==> src/rtl/apu_fs_pkg.sv <==
// Shared constants and types for the APU frame sequencer and channel 1 length counter.
// CH1_LEN_EXTRA_CLK_EN (optional) enables the extra length clock on len_en 0->1 writes.
package apu_fs_pkg;

  localparam int STEP_W    = 3;
  localparam int LEN_W     = 6;
  localparam int RESTART_W = 3;

  // Bit n set means executing step n raises that tick.
  localparam logic [7:0] STEP_LEN   = 8'b0101_0101;
  localparam logic [7:0] STEP_SWEEP = 8'b0100_0100;
  localparam logic [7:0] STEP_ENV   = 8'b1000_0000;

  localparam logic [LEN_W-1:0] LEN_MAX = 6'd63;
  localparam int RESTART_CYCLES = 4;

  typedef logic [STEP_W-1:0] step_t;

  typedef struct packed {
    logic len;
    logic sweep;
    logic env;
  } frame_pulse_t;

  typedef struct packed {
    logic [LEN_W-1:0] cnt;
    logic             expired;
  } len_state_t;

  function automatic frame_pulse_t step_pulses(input step_t s);
    frame_pulse_t p;
    p.len   = STEP_LEN[s];
    p.sweep = STEP_SWEEP[s];
    p.env   = STEP_ENV[s];
    return p;
  endfunction

  // One length clock: an expired counter is frozen, otherwise count up and flag on wrap.
  function automatic len_state_t len_clock(input len_state_t s);
    len_state_t n;
    n = s;
    if (!s.expired) begin
      if (s.cnt == LEN_MAX) begin
        n.cnt     = '0;
        n.expired = 1'b1;
      end else begin
        n.cnt = s.cnt + 6'd1;
      end
    end
    return n;
  endfunction

endpackage

==> src/rtl/ch1_len_ctr.sv <==
// Channel 1 length counter: 6-bit up-counter with load, trigger reload and expiry flag.
// CH1_LEN_EXTRA_CLK_EN adds the extra clock when len_en is enabled on an odd frame step.
module ch1_len_ctr
  import apu_fs_pkg::*;
(
  input  logic        clk,
  input  logic        rst_n,
  input  logic        apu_en,
  input  logic        len_clk,
  input  logic        load,
  input  logic        wr_ctrl,
  input  logic [7:0]  d,
  input  step_t       step,
  output logic        expired
);

  len_state_t len_q, len_d;
  logic       len_en_q, len_en_d;
  logic       trigger;

`ifndef CH1_LEN_EXTRA_CLK_EN
  logic unused_step;
  assign unused_step = ^step;
`endif

  // NOTE: every always_comb output gets a default first so no path can infer a latch.
  always_comb begin
    len_d    = len_q;
    len_en_d = len_en_q;
    trigger  = apu_en & wr_ctrl & d[7];

    // A load or trigger in the same cycle suppresses the regular length clock.
    if (apu_en && len_clk && len_en_q && !load && !trigger) begin
      len_d = len_clock(len_q);
    end

    // Length loads are accepted even while the APU is disabled.
    if (load) begin
      len_d.cnt = d[LEN_W-1:0];
    end

    if (apu_en && wr_ctrl) begin
`ifdef CH1_LEN_EXTRA_CLK_EN
      if (d[6] && !len_en_q && step[0]) begin
        len_d = len_clock(len_d);
      end
`endif
      len_en_d = d[6];
      if (trigger) begin
        if (len_d.expired) len_d.cnt = '0;
        len_d.expired = 1'b0;
      end
    end
  end

  // NOTE: sequential state uses non-blocking assignments only; reset is synchronous.
  always_ff @(posedge clk) begin
    if (!rst_n) begin
      len_q    <= '0;
      len_en_q <= 1'b0;
    end else begin
      len_q    <= len_d;
      len_en_q <= len_en_d;
    end
  end

  assign expired = len_q.expired;

endmodule

==> src/rtl/apu_frame_seq.sv <==
// APU frame sequencer: 512 Hz edge detect, 8-step frame counter, tick pulses,
// channel 1 restart timer; wraps ch1_len_ctr (see CH1_LEN_EXTRA_CLK_EN there).
module apu_frame_seq
  import apu_fs_pkg::*;
(
  input  logic        ajer_2mhz,
  input  logic        napu_reset,
  input  logic        apu_en,
  input  logic        horu_512hz,
  input  logic        ff11_wr,
  input  logic        ff14_wr,
  input  logic [7:0]  d,
  output logic        len_clk,
  output logic        sweep_clk,
  output logic        env_clk,
  output logic [2:0]  step,
  output logic        ch1_restart,
  output logic        ch1_len_expired
);

  logic                 horu_q, horu_d;
  step_t                step_q, step_d;
  frame_pulse_t         pulse_q, pulse_d;
  logic                 restart_q, restart_d;
  logic [RESTART_W-1:0] rs_cnt_q, rs_cnt_d;
  logic                 tick;
  logic                 trigger;

  always_comb begin
    horu_d    = horu_512hz;
    tick      = horu_512hz & ~horu_q;
    trigger   = apu_en & ff14_wr & d[7];

    step_d    = step_q;
    pulse_d   = '0;
    if (!apu_en) begin
      step_d = '0;
    end else if (tick) begin
      pulse_d = step_pulses(step_q);
      step_d  = step_q + 3'd1;
    end

    // rs_cnt counts the high cycles still owed after the current one.
    rs_cnt_d  = rs_cnt_q;
    restart_d = 1'b0;
    if (!apu_en) begin
      rs_cnt_d = '0;
    end else if (trigger) begin
      restart_d = 1'b1;
      rs_cnt_d  = RESTART_W'(RESTART_CYCLES - 1);
    end else if (rs_cnt_q != '0) begin
      restart_d = 1'b1;
      rs_cnt_d  = rs_cnt_q - 3'd1;
    end
  end

  always_ff @(posedge ajer_2mhz) begin
    if (!napu_reset) begin
      horu_q    <= 1'b0;
      step_q    <= '0;
      pulse_q   <= '0;
      restart_q <= 1'b0;
      rs_cnt_q  <= '0;
    end else begin
      horu_q    <= horu_d;
      step_q    <= step_d;
      pulse_q   <= pulse_d;
      restart_q <= restart_d;
      rs_cnt_q  <= rs_cnt_d;
    end
  end

  ch1_len_ctr u_ch1_len_ctr (
    .clk     (ajer_2mhz),
    .rst_n   (napu_reset),
    .apu_en  (apu_en),
    .len_clk (pulse_q.len),
    .load    (ff11_wr),
    .wr_ctrl (ff14_wr),
    .d       (d),
    .step    (step_q),
    .expired (ch1_len_expired)
  );

  assign len_clk     = pulse_q.len;
  assign sweep_clk   = pulse_q.sweep;
  assign env_clk     = pulse_q.env;
  assign step        = step_q;
  assign ch1_restart = restart_q;

endmodule
==> config.mk <==
export PLATFORM = sky130hd
export DESIGN_NAME = apu_frame_seq
export DESIGN_NICKNAME = d
export VERILOG_FILES = /design/src/rtl/apu_fs_pkg.sv /design/src/rtl/ch1_len_ctr.sv /design/src/rtl/apu_frame_seq.sv
export SDC_FILE = /design/constraint.sdc
export NUM_CORES = 1
export LEC_CHECK = 0
export ABC_CLOCK_PERIOD_IN_PS = 1700
export BUFFER_PORTS_ARGS = -buffer_cell sky130_fd_sc_hd__buf_2
export CAP_MARGIN = 20
export CORE_MARGIN = 2
export CORE_UTILIZATION = 40
export CTS_BUF_LIST = sky130_fd_sc_hd__clkbuf_4 sky130_fd_sc_hd__clkbuf_8
export DETAILED_ROUTE_END_ITERATION = 8
export SETUP_SLACK_MARGIN = 0.3
export SYNTH_ARGS = -nofsm -noshare
export SYNTH_HDL_FRONTEND = slang
export SYNTH_SLANG_ARGS = --single-unit
==> constraint.sdc <==
create_clock -name ajer_2mhz -period 1.7 [get_ports ajer_2mhz]
set_input_delay 0.34 -clock ajer_2mhz [delete_from_list [all_inputs] [get_ports ajer_2mhz]]
set_output_delay 0.34 -clock ajer_2mhz [all_outputs]
set_load 0.005 [all_outputs]
# --- Word level (Yosys, flattened, before mapping) ---
# Memory sizes are Yosys's and may differ from the RTL's. A register that Yosys moved wholly into a read port is not among the register bits.
# Cells that the tools add are included.
classes:
  eq_ne: 1
  reduce_logical: 15
  muxes: 12
  bitwise: 6
  addsub: 3
op_table:
  columns: ["operator", "n"]
  rows:
  - ["two-way mux 7 bit", 4]
  - ["two-way mux 6 bit", 3]
  - ["adder 6 x 1 -> 6 bit (second input constant)", 1]
  - ["== test 6 bit (second input constant)", 1]
  - ["logical AND 1 bit", 5]
  - ["logical NOT 1 bit", 5]
  - ["two-way mux 2 bit", 2]
  - ["adder 3 x 1 -> 3 bit (second input constant)", 1]
  - ["AND 1 bit", 3]
  - ["two-way mux 1 bit", 3]
  - ["inverter 1 bit", 3]
  - ["AND reduction 3 bit", 1]
  - ["nonzero test 3 bit", 1]
  - ["OR reduction 3 bit", 1]
  - ["subtractor 3 x 1 -> 3 bit (second input constant)", 1]
  - ["AND reduction 2 bit", 1]
  - ["nonzero test 2 bit", 1]
totals:
  elab_cells: 48
  mem_bits_ro: 24
  output_inout_bits: 8
  memories: 3
  input_bits: 14
  register_bits: 16
memory_table:
  columns: ["name", "depth", "width", "read_ports", "rd_ports_with_merged_regs", "write_ports", "line_no", "text"]
  rows:
  - ["(name not given)", 8, 1, 1, 1, 0, "apu_fs_pkg.sv:34", "p.env = STEP_ENV[s];"]
  - ["(name not given)", 8, 1, 1, 1, 0, "apu_fs_pkg.sv:33", "p.sweep = STEP_SWEEP[s];"]
  - ["(name not given)", 8, 1, 1, 1, 0, "apu_fs_pkg.sv:32", "p.len = STEP_LEN[s];"]

# --- Longest topological paths before layout ---
# Gate-level depths: netlist of run 1.
logic_depth:
  word_depth: 9
  ltp_mapped: 6
  mapped_depth_nobuf: 6

# --- Hierarchy ---
# A second synthesis of run 1 with hierarchy kept.
hier_totals:
  cells_unflattened: 100
  area_unflattened_um2: 929.6
modules_own_cells:
  columns: ["mod", "area_per_inst_um2", "seq_area_each_um2", "cells_per_inst", "instances"]
  rows:
  - ["ch1_len_ctr", 471.7, 160.2, 54, 1]
  - ["apu_frame_seq", 457.9, 220.2, 46, 1]

# --- Worst setup path before layout of run 1 ---
# No wires, ideal clock.
synth_timing:
  path_kind: "reg2reg"
  startpoint: "register u_ch1_len_ctr.len_q[1] (netlist name)"
  endpoint: "register u_ch1_len_ctr.len_q[1] (netlist name)"
  t_arrival_ns: 1.347
  path_stages_with_launch: 6
  synth_period_minus_slack_ns: 1.417
  n_path_buf: 0
  setup_time_ns: 0.070
  required_time_ns: 1.630
  setup_slack_ns: 0.283
  path_cell_list: "dfxtp_1 > ha_1 > and3_1 > and3_1 > or3_1 > a21oi_1"
synth_via:
  elab_chain_len: 8
  word_cells_on_any_way: 10
  cone_classes: "1 x add/sub; 1 x eq/ne; 8 x mux"
synth_rtl:
  columns: ["item", "line_no", "text"]
  rows:
  - ["from (decl)", "ch1_len_ctr.sv:17", "len_state_t len_q, len_d;"]
  - ["from (signal assigned)", "ch1_len_ctr.sv:62", "len_q <= len_d;"]
  - ["adder 6 x 1 -> 6 bit / == test 6 bit (equally long branches)", "apu_fs_pkg.sv:47, apu_fs_pkg.sv:43", null]
  - ["two-way mux 6 bit", "apu_fs_pkg.sv:43", "if (s.cnt == LEN_MAX) begin"]
  - ["two-way mux 7 bit", "apu_fs_pkg.sv:42", "if (!s.expired) begin"]
  - ["two-way mux 7 bit *", "ch1_len_ctr.sv:33", "if (apu_en && len_clk && len_en_q && !load && !trigger) begin"]
  - ["two-way mux 6 bit", "ch1_len_ctr.sv:38", "if (load) begin"]
  - ["two-way mux 6 bit", "ch1_len_ctr.sv:50", "if (len_d.expired) len_d.cnt = '0;"]
  - ["two-way mux 7 bit", "ch1_len_ctr.sv:49", "if (trigger) begin"]
  - ["two-way mux 7 bit *", "ch1_len_ctr.sv:42", "if (apu_en && wr_ctrl) begin"]
# Mark *: on every way between the ends. The rest lies on a longest branch, timed or not.
# A chain may end at the register's enable or synchronous reset.

# --- Worst setup path after layout of run 1 ---
# Ends and elaborated chain as after synthesis.

==> results of run 1 <==
==> per-stage QoR <==
stage | utilization [%] | setup WS, ps | hold slack (ps) | cells
2_1_floorplan | - | 311.6 | 443.4 | 102
3_3_place_gp | 50.25 | 217.0 | 455.1 | 149
3_5_place_dp | 50.25 | 204.8 | 461.7 | 149
4_1_cts | 53.22 | 300.9 | 258.8 | 154
5_1_grt | 53.40 | 256.0 | 274.9 | 154
6_report | 53.40 | 309.9 | 269.4 | 154
==> worst register-to-register path: stages (launching register included) <==
cell and delay, ps:
dfxtp_4 380, ha_4 160, and3_4 180, and3_4 180, or3_1 320, a21oi_2 110
==> routing by layer <==
| metal | track usage [%] | vias to the layer above | part of all wire, % |
|---|---|---|---|
| li1 | - | 406 | - |
| met1 | 22.78 | 353 | 46 |
| met2 | 27.85 | 27 | 47 |
| met3 | 3.509 | 4 | 5.5 |
| met4 | 8.108 | 0 | 1.0 |
| met5 | 0 | - | 0 |
==> cells in the final DEF (no fill, tap or decap), types with 4 or more instances in the layout <==
cell type and instances:
dfxtp_1 17, inv_1 5, nor2_1 11, o21ai_0 8, ha_1 4, a21oi_1 8
nand3_1 8, nand2_1 8, buf_2 21
==> logic make-up (layout without fill, tap and decap cells) <==
family / Yosys count / count (layout)
simple gates: 40 / 40
buf+inv: 6 / 31
flops: 19 / 19
xor+xnor: 5 / 5
compound gates: 25 / 25
mux: 2 / 2
fa+ha+maj: 5 / 5
==> worst max path at each step <==
stage                           startpoint                     end  slack (ps)  cells past startpoint
global placement    u_ch1_len_ctr.len_q[1]  u_ch1_len_ctr.len_q[1]         220                      5
detailed placement  u_ch1_len_ctr.len_q[1]  u_ch1_len_ctr.len_q[1]         200                      5
global route        u_ch1_len_ctr.len_q[1]  u_ch1_len_ctr.len_q[1]         260                      5
CTS                 u_ch1_len_ctr.len_q[1]  u_ch1_len_ctr.len_q[1]         300                      5
floorplan           u_ch1_len_ctr.len_q[1]  u_ch1_len_ctr.len_q[1]         310                      5
finish              u_ch1_len_ctr.len_q[1]  u_ch1_len_ctr.len_q[1]         310                      5
==> area by class of cell <==
| cell class | count | area share [%] |
|---|---|---|
| Clock buffer | 3 | 2.086 |
| Clock inverter | 1 | 0.4635 |
| Inverter | 5 | 1.738 |
| Multi-Input combinational cell | 77 | 46.47 |
| Sequential cell | 19 | 35.69 |
| Tap cell | 27 | 3.129 |
| Timing Repair Buffer | 22 | 10.43 |
==> timing repair <==
item | 4_1_cts | 5_1_grt
setup buffers | 1 | 0
gates resized for setup | 6 | 1
setup endpoints to repair | 1 | 1
pin swaps | 3 | 1
==> power breakdown <==
group / internal (uW) / switching, uW
clock: 87.5 / 134
sequential: 467 / 21.5
combinational: 53.5 / 60.8
total: 608 / 217
==> reports/results.tsv, run 1 <==
metric	value	unit
status	finished clean	
GR Overflow Total	0	
Synth cell types	27	
pin count of the biggest net entering global routing	12	
critical path's slowest cell	dfxtp_4	
reg2reg setup slack	310	ps
Worst Path Required	1930	ps
total I/O pin count	22	
post-synthesis xor/xnor area fraction	4.986	%
unrepaired setup endpoints after global routing	true	
crit-path leading delay family	simple AND/OR/NAND/NOR gates	
number of cells on the worst reg-to-reg path	5	
final setup violation count	0	
Sum Neg Setup Slack	0	ps
# Max-Cap Violations	0	
CP startpoint kind	register	
Largest register FFs	6	
Sink Count	19	
Synth area leader	dfxtp_1	
clock slew at reported path FFs	100	ps
min-delay src	horu_512hz	
Yosys warning count	0	
Post-Syn Instances	102	
Routed Antenna Nets	0	
Die Area	2587	um2
Register Area	385.4	um2
DR WL/cell	11.91	um
Crit path arrival time	1620	ps
Worst VDD drop	0.4803	mV
CORE AREA	2022	um2
Layout area overhead	22.94	%
WS Path Type	register to register	
GRT Total Usage	17.48	%
global-route wire length before repair	3401	um
post-synthesis compound-gate area fraction	16.67	%
Hold Crit Depth	2	
Worst path max stage delay	380	ps
Min-Delay Path Class	input port to register	
Worst Tran Pin Value	392.5	ps
relative slew slack	73.77	%
synthesized flop and latch total	19	
reg2reg end	u_ch1_len_ctr.len_q[1]	
commonest register cell after synthesis	dfxtp_1	
post-synthesis mux area share	2.279	%
gpl congestion	0.8404	
Synth Area in Adders	7.123	%
via count	790	
Root Buffer	clkbuf_4	
largest family of logic cells by synthesized area	simple AND/OR/NAND/NOR gates	
Synth Cell Area	878.3	um2
commonest cells in the synthesized netlist	dfxtp_1 (19), nor2_1 (11), a21oi_1 (9)	
CP cell instances	ha_4 > and3_4 > and3_4 > or3_1 > a21oi_2	
Die Span X	50.86	um
footprint of the multi-input gates	501.7	um2
register area share after synthesis	43.30	%
H-tree lvl count	1	
Hold Fails Final Rpt	0	
initial antenna violation count	0	
Die H	50.86	um
R2R Path Start	u_ch1_len_ctr.len_q[1]	
most common cell in the netlist	dfxtp_1	
Tot Pwr	824.2	uW
Clock Latency Late Sink	290	ps
Post-synth EDFFs	0	
Hold Crit Endpoint	horu_q	
fin crit period	1390	ps
cell area power density	763.3	nW/um2
Post-synth ARST share	0	%
Fmax	0.7194	GHz
Critical Path Sink Type	register	
DP Area	1016	um2
vias in the first global route	783	
filler cell count	203	
Slew Limit Fails	0	
most flop-heavy register	u_ch1_len_ctr.len_q	
Final period util	81.77	%
CTS tree	yes	
DP Wirelength	1331	um
Yosys top cell area share	43.30	%
Net Count, Synth	121	
Lkg Pwr	0.0004639	uW
DRT Pass-1 Iters	4	
Vias/cell	5.130	
Buffers on Ports	21	
CP bufs+invs	0	
CP dominant cell by count	and3_4	
Final Routed Wirelength	1834	um
syn avg cell area	8.611	um2
hold-fix buffers at CTS	0	
synth top area cells	dfxtp_1 (43%), ha_1 (7.1%), a21oi_1 (5.1%), nor2_1 (4.7%), nand3_1 (4.6%)	
1st-iter DRT viols	10	
number of remaining DRC errors	0	
NumNets Final	147	
fraction of layout instances using a drive strength above 1	27.56	%
Max Buffers Root-to-Sink	2	
starting density of the core	43.44	%
clock skew	5.339	ps
site row count	16	
crit-path max FO	6	
# diodes	0	
cts bufs inserted	3	
Post-Synth Simple-Gate Area	23.08	%
Finished Cell Area	1080	um2
No activity file was read; power rests on OpenSTA's default activity.
==> run 2: changes to the inputs <==
--- a/config.mk
+++ b/config.mk
@@ -5,7 +5,7 @@
 export SDC_FILE = /design/constraint.sdc
 export NUM_CORES = 1
 export LEC_CHECK = 0
-export ABC_CLOCK_PERIOD_IN_PS = 1700
+export ABC_CLOCK_PERIOD_IN_PS = 1400
 export BUFFER_PORTS_ARGS = -buffer_cell sky130_fd_sc_hd__buf_2
 export CAP_MARGIN = 20
 export CORE_MARGIN = 2
==> constraint.sdc (replaced) <==
create_clock -name ajer_2mhz -period 1.4 [get_ports ajer_2mhz]
set_input_delay 0.28 -clock ajer_2mhz [delete_from_list [all_inputs] [get_ports ajer_2mhz]]
set_output_delay 0.28 -clock ajer_2mhz [all_outputs]
set_load 0.005 [all_outputs]
==> run 2 against run 1 <==
  * Critical path depth did not move
  * Critical path type unchanged
  * Clock-buffer cell count unchanged
  * First-iteration DRC count fell by 60%
  * Highest routed layer unchanged
  * Sequential power is 20% higher
  * Largest cell class unchanged
==> reports/results.tsv, run 2 (synthesis gave the netlist of run 1 again) <==
metric	value	unit
Root Buffer	clkbuf_4	
cell area power density	832.1	nW/um2
Cells after DPL	155	
crit-path leading delay family	simple AND/OR/NAND/NOR gates	
min-delay src	horu_512hz	
R2R Path Start	u_ch1_len_ctr.len_q[1]	
Lkg Pwr	0.0005529	uW
DP Wirelength	1361	um
gpl congestion	0.9196	
Final period util	97.46	%
reg2reg setup slack	40	ps
Max Buffers Root-to-Sink	2	
Final Routed Wirelength	2050	um
initial antenna violation count	0	
Die Area	2587	um2
# diodes	0	
Vias/cell	5.053	
starting density of the core	43.44	%
Worst Path Required	1640	ps
Buffers on Ports	21	
CTS tree	yes	
fin crit period	1364	ps
CP cell instances	ha_4 > and3_4 > and3_4 > or3_1 > a21oi_1	
CP dominant cell by count	and3_4	
Hold Crit Depth	2	
fraction of layout instances using a drive strength above 1	45.07	%
1st-iter DRT viols	4	
critical path's slowest cell	dfxtp_4	
number of cells on the worst reg-to-reg path	5	
WS Path Type	register to register	
Slew Limit Fails	0	
non-filler cells, final	169	
Hold Crit Endpoint	horu_q	
worst slack, placed	12.02	ps
hold-fix buffers at CTS	0	
site row count	16	
Hold Fails Final Rpt	0	
NumNets Final	162	
crit-path max FO	4	
Sum Neg Setup Slack	0	ps
Sink Count	19	
Die H	50.86	um
cts bufs inserted	3	
WHS	191.6	ps
Min-Delay Path Class	input port to register	
via count	854	
CORE AREA	2022	um2
vias in the first global route	780	
most flop-heavy register	u_ch1_len_ctr.len_q	
Largest register FFs	6	
final setup violation count	0	
Worst VDD drop	0.6074	mV
DR WL/cell	12.13	um
commonest non-fill, non-tap cell in the layout	buf_2	
unrepaired setup endpoints after global routing	true	
pin count of the biggest net entering global routing	12	
clock skew	4.254	ps
global-route wire length before repair	3346	um
Die Span X	50.86	um
Critical Path Sink Type	register	
CP startpoint kind	register	
CP bufs+invs	0	
reg2reg end	u_ch1_len_ctr.len_q[1]	
Layout area overhead	46.30	%
Worst Tran Pin Value	271.1	ps
Fmax	0.7329	GHz
GR Overflow Total	0	
DRT Pass-1 Iters	4	
H-tree lvl count	1	
clock slew at reported path FFs	120	ps
most frequent cells in the layout	buf_2 (17), buf_4 (14), nor2_1 (11)	
# Max-Cap Violations	0	
total I/O pin count	22	
Worst path max stage delay	380	ps
Crit path arrival time	1610	ps
filler cell count	177	
relative slew slack	81.88	%
number of remaining DRC errors	0	
Routed Antenna Nets	0	
GRT Total Usage	17.07	%
Clock Latency Late Sink	300	ps
Tot Pwr	1069	uW
status	finished clean	
fin worst setup slack	35.55	ps
-- run 2: changes by cell type in the layout (fill, tap and decap cells not counted), moves of 2 or more --
cell,delta
dfxtp_1,-7
buf_2,-4
dfxtp_2,+3
nand3_1,-2
buf_4,+13
dfxtp_4,+4
nand3_2,+2
o21ai_0,-2
buf_6,+6
o21ai_1,+2
-- run 2: worst max path at each step --
stage,start,to,slack (ps),cells past startpoint
2_1_floorplan,u_ch1_len_ctr.len_q[2],u_ch1_len_ctr.len_q[1],80,5
3_3_place_gp,ff11_wr,u_ch1_len_ctr.len_q[1],60,5
3_5_place_dp,ff11_wr,u_ch1_len_ctr.len_q[1],10,5
4_1_cts,u_ch1_len_ctr.len_q[1],u_ch1_len_ctr.len_q[1],40,5
5_1_grt,u_ch1_len_ctr.len_q[1],u_ch1_len_ctr.len_q[1],-9,5
6_report,u_ch1_len_ctr.len_q[1],u_ch1_len_ctr.len_q[1],40,5
-- run 2: per-layer routing --
layer	GRT usage, %	vias to the layer above	part of all wire, %
met1	19.13	389	45
met4	4.955	0	1.7
met3	5.848	4	4.2
met5	0	-	0
li1	-	438	-
met2	30.48	23	49
-- run 2: final cells by class --
cell class / count / area [um2] / area share (%)
Clock inverter: 1 / 5.005 / 0.3895
Timing Repair Buffer: 37 / 257.7 / 20.06
Multi-Input combinational cell: 77 / 543.0 / 42.26
Inverter: 5 / 18.77 / 1.461
Clock buffer: 3 / 22.52 / 1.753
Sequential cell: 19 / 404.1 / 31.45
Tap cell: 27 / 33.78 / 2.629
-- run 2: through the flow --
stage	util (%)	cell area [um2]
floorplan	-	912.1
global placement	54.02	1092
detailed placement	54.02	1092
CTS	58.54	1184
global route	63.55	1285
finish	63.55	1285
-- run 2: repair_timing --
item / 4_1_cts / 5_1_grt
buffers inserted: 5 / 5
endpoints found under the setup margin: 11 / 16
gates resized for setup: 12 / 15
pin swaps: 10 / 11
hold endpoints to repair: 0 / 0
-- run 2: power breakdown --
part	internal [uW]	total, uW	switching (uW)
Sequential	563	585	22.7
Clock	107	289	182
Combinational	102	195	93.0
Total	771	1070	298
